==> src/rtl/raw_scoreboard.sv <==
// rtl/raw_scoreboard.sv - RAW hazard scoreboard for a four-slot in-order pipeline.
// Tracks pending register writes per stage and stalls decode on unresolvable reads.
module raw_scoreboard (
  input  logic       clk,
  input  logic       reset,
  input  logic       adv,
  input  logic       flush,
  input  logic       id_valid,
  input  logic       id_we,
  input  logic [2:0] id_rd,
  input  logic [2:0] id_rs1,
  input  logic [2:0] id_rs2,
  input  logic       id_use1,
  input  logic       id_use2,
  output logic       stall,
  output logic [2:0] register_invalid [7:0],
  output logic       wb_en,
  output logic [2:0] wb_wr
);

  typedef struct packed {
    logic       valid;
    logic       we;
    logic [2:0] rd;
  } slot_t;

  slot_t s1, s2, s3, s4;
  logic  issue;
  logic  hazard1, hazard2;

  // Oldest slot written first so younger matches override it.
  always_comb begin
    for (int r = 0; r < 8; r++) begin
      register_invalid[r] = 3'd0;
      if (s4.valid && s4.we && s4.rd == 3'(r)) register_invalid[r] = 3'd4;
      if (s3.valid && s3.we && s3.rd == 3'(r)) register_invalid[r] = 3'd3;
      if (s2.valid && s2.we && s2.rd == 3'(r)) register_invalid[r] = 3'd2;
      if (s1.valid && s1.we && s1.rd == 3'(r)) register_invalid[r] = 3'd1;
    end
  end

  // Stage 4 is bypassed from writeback data, so only stages 1..3 block a read.
  always_comb begin
    hazard1 = (register_invalid[id_rs1] != 3'd0) && (register_invalid[id_rs1] != 3'd4);
    hazard2 = (register_invalid[id_rs2] != 3'd0) && (register_invalid[id_rs2] != 3'd4);
    stall   = id_valid && ((id_use1 && hazard1) || (id_use2 && hazard2));
    issue   = adv && id_valid && !stall && !flush;
    wb_en   = s4.valid && s4.we && adv;
    wb_wr   = s4.rd;
  end

  always_ff @(posedge clk) begin
    if (reset) begin
      s1 <= '0;
      s2 <= '0;
      s3 <= '0;
      s4 <= '0;
    end else if (flush) begin
      if (adv) begin
        s1 <= '0;
        s2 <= '0;
        s3 <= '0;
        s4 <= s3;
      end else begin
        s1.valid <= 1'b0;
        s2.valid <= 1'b0;
      end
    end else if (adv) begin
      s1 <= issue ? slot_t'{valid: 1'b1, we: id_we, rd: id_rd} : slot_t'('0);
      s2 <= s1;
      s3 <= s2;
      s4 <= s3;
    end
  end

endmodule

==> config.mk <==
export PLATFORM = sky130hd
export DESIGN_NAME = raw_scoreboard
export DESIGN_NICKNAME = d
export VERILOG_FILES = /design/src/rtl/raw_scoreboard.sv
export SDC_FILE = /design/constraint.sdc
export NUM_CORES = 1
export LEC_CHECK = 0
export CAP_MARGIN = 20
export CELL_PAD_IN_SITES_DETAIL_PLACEMENT = 1
export CELL_PAD_IN_SITES_GLOBAL_PLACEMENT = 1
export CORE_UTILIZATION = 38
export CTS_BUF_LIST = sky130_fd_sc_hd__clkbuf_4 sky130_fd_sc_hd__clkbuf_8
export CTS_CLUSTER_SIZE = 16
export DETAILED_ROUTE_END_ITERATION = 8
export PLACE_DENSITY_LB_ADDON = 0.1
export SLEW_MARGIN = 10
export SYNTH_ARGS = -nofsm -noshare
export SYNTH_HDL_FRONTEND = slang
export SYNTH_SLANG_ARGS = --single-unit
export TNS_END_PERCENT = 1
==> constraint.sdc <==
create_clock -name clk -period 5.4 [get_ports clk]
set_clock_uncertainty 0.2 [all_clocks]
set_input_delay 1.08 -clock clk [delete_from_list [all_inputs] [get_ports clk]]
set_output_delay 1.08 -clock clk [all_outputs]
set_load 0.02 [all_outputs]
==> results.sh, run 1 <==
export IMPL_status="completed"
export IMPL_tightest_slew_ns=0.652
export IMPL_power_density_nw_per_um2=166
export IMPL_core_area_sq_um=3800
export IMPL_routed_via_density=6.16
export IMPL_place_congestion=0.871
export IMPL_synthesis_nets=220
export IMPL_cts_buffers=3
export IMPL_fin_crit_ns=4.61
export IMPL_clk_insertion_delay_late_ns=0.26
export IMPL_seq_area_frac_synth_pct=25.5
export IMPL_postRouteAntennaNets=0
export IMPL_avgSynthCellArea_sq_um=7.73
export IMPL_drv_cap=0
export IMPL_slew_viol_final=0
export IMPL_io_pins=46
export IMPL_synth_area_top_cells="dfxtp_1 (26%), nand3b_1 (6.7%), a21oi_1 (5.1%)"
export IMPL_clockBufferDepth=2
export IMPL_synth_xor_area_share_pct=0
export IMPL_relSlewSlack_pct=56.6
export IMPL_netlist_area_sq_um=1570
export IMPL_grt_pass1_wl_microns=8540
export IMPL_setup_violations=0
export IMPL_max_vdd_ir_drop_mv=0.115
export IMPL_synth_edf_count=0
export IMPL_post_cts_buffers=0
export IMPL_register_area_sq_um=400
export IMPL_vias=1775
export IMPL_avgRoutedWirePerCell_microns=18.7
export IMPL_antenna_found_initial=0
export IMPL_port_buffers=45
export IMPL_cp_required_ns=4.12
export IMPL_synth_cell_types=43
export IMPL_crit_arrival_ns=3.33
export IMPL_ctsResizeCount=0
export IMPL_syn_to_final_growth_pct=32.5
export IMPL_yosys_area_share_simple_pct=41.3
export IMPL_drt_iter0_drc=85
export IMPL_crit_path_start="id_rs2[1]"
export IMPL_p_leak_uw=0.000690
export IMPL_ys_ff_latch=20
export IMPL_core_rowCount=22
export IMPL_cts_num_sinks=20
export IMPL_synth_top_area_share_pct=25.5
export IMPL_path_class="input pin to output pin"
export IMPL_synth_ff_type="dfxtp_1"
export IMPL_die_y_microns=66.3
export IMPL_grt_overflow_total=0
export IMPL_hp_start="s2[0]$_SDFFE_PP0P_"
export IMPL_drive_above_1_share_pct=5.83
export IMPL_yosysTopAreaCell="dfxtp_1"
export IMPL_routed_wl_microns=5370
export IMPL_min_period_over_period_pct=85.3
export IMPL_rsz0062_at_grt="false"
export IMPL_route_detailed_drc=0
export IMPL_async_reset_ff_share_pct=0
export IMPL_grt_usage_pct=25.8
export IMPL_cts_root_buf="clkbuf_8"
export IMPL_synthAdderAreaFrac_pct=0
export IMPL_synth_top_family_by_area="simple AND/OR/NAND/NOR gates"
export IMPL_r2r_start="s1[4]$_SDFFE_PP0P_"
export IMPL_antenna_cells=0
export IMPL_cp_end_kind="output pin"
export IMPL_hold_viol=0
export IMPL_finalSetupTns_ns=0
export IMPL_yosys_warnings=0
export IMPL_final_nets=258
export IMPL_htreeDepth=1
export IMPL_hpwlAfterDp_microns=4040
export IMPL_start_util_pct=41.3
export IMPL_hold_class="register to register"
export IMPL_cts_hold_buffers=0
export IMPL_grt_max_degree=29
export IMPL_worstPathMaxFanout=8
export IMPL_clk_pin_slew_ns=0.08
export IMPL_multiInputGateArea_sq_um=1080
export IMPL_clock_fmax_mhz=217
export IMPL_grt_pass1_vias=1731
export IMPL_fillerInstances=481
export IMPL_synth_compound_area_share_pct=22.9
export IMPL_power_uw=346
export IMPL_dieArea_sq_um=4390
export IMPL_die_x_microns=66.3
export IMPL_netlist_instances=203
export IMPL_startpoint_type="input pin"
export IMPL_cts_tree="built"
export IMPL_synthMuxAreaShare_pct=4.47
export IMPL_first_pass_iters=4
state kept, by name, summed over array words and instances, names as in the netlist:
name   count
wb_wr      3
s1         5
s3         5
s4         2
s2         5
stage by stage:
step / setup slack [ns] / instance area [sq um] / std cells / utilization, % / hold slack (ns)
after floorplan: 1.91 / 1570 / 203 / - / 0.283
after CTS: 0.826 / 2080 / 288 / 54.7 / 0.344
final: 0.795 / 2080 / 288 / 54.7 / 0.342
after global routing: 0.703 / 2080 / 288 / 54.7 / 0.378
after global placement: 0.920 / 2010 / 284 / 52.8 / 0.308
after detailed placement: 0.834 / 2010 / 284 / 52.8 / 0.334
worst max-delay path: stages:
cell and delay [ns]:
clkdlybuf4s50_1 0.63, nor3b_1 0.10, nand3_1 0.11, o211ai_2 0.13
nor4_4 0.48, o21a_1 0.19, clkdlybuf4s50_1 0.60
cell usage in the layout (no fill, tap or decap), types with 2 or more instances in the layout:
master,instances
nand2b_1,12
o22ai_1,2
and2_1,2
nor3b_1,2
o22a_1,4
nand3b_1,14
nor2_1,19
mux2i_1,7
nor2b_1,5
nor3b_2,2
a32oi_1,4
nand2_1,20
nand3_1,10
a31oi_1,2
and4_1,5
and3b_1,2
clkbuf_8,3
buf_4,2
nand4_1,2
o21ai_0,4
and3_1,4
dfxtp_1,20
clkdlybuf4s50_1,45
a22oi_1,2
nor3_1,4
a21oi_1,16
o31ai_1,10
metal layers:
metal	up-vias	global-route usage [%]	routed length [microns]
li1	829	-	-
met2	62	45.3	2620
met3	6	3.79	214
met1	878	32.5	2480
met5	-	0	0
met4	0	7.18	60
final timing paths:
check | endpoint | slack (ns) | cells past startpoint
hold / removal | s2[0]$_SDFFE_PP0P_ | 0.34 | 2
setup reg to reg | s1[3]$_SDFFE_PP0P_ | 2.97 | 6
hold reg to reg | s2[0]$_SDFFE_PP0P_ | 0.34 | 2
setup / recovery | stall | 0.79 | 7
final cells by class:
cell class / instances / area share (%)
sequential: 20 / 19.3
inverter: 1 / 0.181
tap: 48 / 2.89
clock buffer: 3 / 1.99
timing repair buffer: 47 / 22.4
clock inverter: 1 / 1.44
multi-input combinational: 168 / 51.8
power by group:
part / total (uW) / switching (uW) / internal (uW)
Sequential: 151 / 2.38 / 148
Clock: 152 / 52.9 / 98.9
Combinational: 43.1 / 20.9 / 22.1
cells by family after synthesis:
logic type | count (synthesis)
AO/OA/AOI/OAI | 52
buffers and inverters | 15
flip-flops | 20
multiplexers | 7
AND/OR/NAND/NOR | 109
cells in the mapped netlist, types with 4 or more instances:
master	n
a21oi_1	16
a32oi_1	4
and3_1	4
and4_1	5
buf_4	5
clkbuf_1	6
dfxtp_1	20
mux2i_1	7
nand2_1	20
nand2b_1	12
nand3_1	10
nand3b_1	14
nor2_1	19
nor2b_1	5
nor3_1	4
o21ai_0	4
o22a_1	4
o31ai_1	10
(Power assumes the default switching activity.)
==> run 2, diff against run 1 <==
Settings changed: RECOVER_POWER set to 25, TNS_END_PERCENT 1 to unset.
==> run 2 against run 1 <==
Net effect: final cell count is the same; combinational power decreased by 1%; non-clock buffer count unchanged; hold slack better by 0.0026 ns; routed wire length is 0.89% lower; first-iteration DRC count did not move.
==> results.sh, run 2 (synthesis results as in run 1) <==
export IMPL_status="completed"
export IMPL_htreeDepth=1
export IMPL_route_detailed_drc=0
export IMPL_grt_usage_pct=25.8
export IMPL_port_buffers=45
export IMPL_p_comb_share_pct=12.4
export IMPL_ctsResizeCount=0
export IMPL_intPower_uw=269
export IMPL_antenna_cells=0
export IMPL_min_path_cells=2
export IMPL_p_clk_share_pct=44.0
export IMPL_finalSetupTns_ns=0
export IMPL_tightest_slew_ns=1.13
export IMPL_cp_end_kind="output pin"
export IMPL_grt_max_degree=29
export IMPL_met2_usage_pct=45.3
export IMPL_grt_pass1_wl_microns=8540
export IMPL_r2r_cells=6
export IMPL_cts_buffers=3
export IMPL_core_area_sq_um=3800
export IMPL_max_vdd_ir_drop_mv=0.115
export IMPL_r2r_start="s1[4]$_SDFFE_PP0P_"
export IMPL_path_buf_inv=3
export IMPL_rsz0062_at_grt="false"
export IMPL_slew_viol_final=0
export IMPL_cts_root_buf="clkbuf_8"
export IMPL_critPathMaxStageDelay_ns=0.83
export IMPL_p_sw_share_pct=22.0
export IMPL_cp_top_family="buffers and inverters"
export IMPL_hpwlAfterDp_microns=4040
export IMPL_hold_viol=0
export IMPL_worstPathMaxFanout=28
export IMPL_relSlewSlack_pct=24.5
export IMPL_stdcell_area_sq_um=2070
export IMPL_hold_class="register to register"
export IMPL_cts_num_sinks=20
export IMPL_crit_chain="dlygate4sd3_1 -> clkbuf_1 -> and3_1 -> clkdlybuf4s50_1"
export IMPL_place_congestion=0.871
export IMPL_startpoint_type="input pin"
export IMPL_grt_overflow_total=0
export IMPL_r2r_slack_ns=3.00
export IMPL_routed_via_density=6.10
export IMPL_seq_power_share_pct=43.7
export IMPL_avgRoutedWirePerCell_microns=18.5
export IMPL_path_class="input pin to output pin"
export IMPL_setup_violations=0
export IMPL_clockBufferDepth=2
export IMPL_r2r_end="s1[3]$_SDFFE_PP0P_"
export IMPL_crit_arrival_ns=3.33
export IMPL_cp_required_ns=4.12
export IMPL_antenna_found_initial=0
export IMPL_grtUsageMet1_pct=32.5
export IMPL_min_period_over_period_pct=85.4
export IMPL_layout_commonest_cell="clkdlybuf4s50_1"
export IMPL_drt_iter0_drc=85
export IMPL_switching_power_uw=75.9
export IMPL_top_usage_layer="met2"
export IMPL_hp_start="s2[0]$_SDFFE_PP0P_"
export IMPL_syn_to_final_growth_pct=32.2
export IMPL_grt_pass1_vias=1731
export IMPL_dpl_instance_area_sq_um=2010
export IMPL_power_density_nw_per_um2=166
export IMPL_final_cell_mix="clkdlybuf4s50_1 (44), nand2_1 (20), dfxtp_1 (20), nor2_1 (19), a21oi_1 (16)"
export IMPL_fin_crit_ns=4.61
export IMPL_dieArea_sq_um=4390
export IMPL_holdPathEnd="s2[0]$_SDFFE_PP0P_"
export IMPL_p_leak_uw=0.000686
export IMPL_grt_use_met3_pct=3.79
export IMPL_routed_wl_microns=5330
export IMPL_drive_above_1_share_pct=5.42
export IMPL_post_cts_buffers=0
export IMPL_cts_hold_buffers=0
export IMPL_crit_slowest_cell="clkbuf_1"
export IMPL_first_pass_iters=4
export IMPL_core_rowCount=22
export IMPL_start_util_pct=41.3
export IMPL_final_nets=258
export IMPL_vias=1758
export IMPL_die_x_microns=66.3
export IMPL_cts_tree="built"
export IMPL_top_regs="s1 x5, s2 x5, s3 x5"
export IMPL_clk_insertion_delay_late_ns=0.26
export IMPL_clk_pin_slew_ns=0.08
export IMPL_clock_fmax_mhz=217
export IMPL_io_pins=46
export IMPL_die_y_microns=66.3
export IMPL_drv_cap=0
export IMPL_postRouteAntennaNets=0
[run 2: changes by cell type in the layout (fill, tap and decap cells not counted), sizes merged]
cell           previous run  this run
clkdlybuf4s50            45        44
dlygate4sd3               0         1
buf                       2         1
clkbuf                    3         4
[run 2: metal layers]
layer | vias up | routed length, microns
met5 | - | 0
met2 | 53 | 2620
li1 | 830 | -
met1 | 871 | 2430
met4 | 0 | 42
met3 | 4 | 235
[run 2: how the worst max path moves through the flow]
stage              start    end  slack, ns  cells past startpoint
6_report             adv  wb_en       0.79                      4
5_1_grt              adv  wb_en       0.62                      4
4_1_cts        id_rs2[1]  stall       0.83                      7
3_5_place_dp   id_rs2[1]  stall       0.83                      7
3_3_place_gp   id_rs2[1]  stall       0.92                      7
2_1_floorplan  id_rs2[1]  stall       1.91                      6
[run 2: cell type report]
class	instances	area, sq um
clock buffers	3	41.3
clock inverters	1	30.0
fillers	480	1720
inverters	1	3.75
multi-input cells	168	1080
flip-flops and latches	20	400
well taps	48	60.1
repair buffers	47	462
[run 2: power groups by stage]
stage               combinational (uW)  clock (uW)  sequential (uW)
CTS                               42.5         154              151
floorplan                         24.7           0              153
global placement                  40.2           0              154
global route                      45.6         161              151
detailed placement                42.1           0              154
finish                            42.6         152              151
[run 2: worst register-to-register path: cells and delay by family (launching register included)]
kind            cells  cell delay, ns
flops               1            0.48
simple gates        4            1.31
compound gates      2            0.28
[run 2: stage by stage]
stage	cells	setup WS [ns]	power [uW]	hold slack, ns	util (%)
2_1_floorplan	203	1.91	178	0.283	-
3_3_place_gp	284	0.920	194	0.308	52.8
3_5_place_dp	284	0.834	196	0.334	52.8
4_1_cts	288	0.826	347	0.344	54.7
5_1_grt	288	0.620	357	0.378	54.6
6_report	288	0.791	345	0.344	54.6
==> run 3, diff against run 2 <==
--- a/constraint.sdc
+++ b/constraint.sdc
@@ -4,2 +4,2 @@
 set_output_delay 1.08 -clock clk [all_outputs]
-set_load 0.02 [all_outputs]
+set_load 0.005 [all_outputs]
==> results of run 3 <==
Same layout as run 2 (identical final DEF). Status: completed.
Among the figures that moved: setup slack after placement 0.834 ns -> 0.937 ns; setup slack after layout 0.791 ns -> 0.894 ns; total power 345 uW -> 344 uW
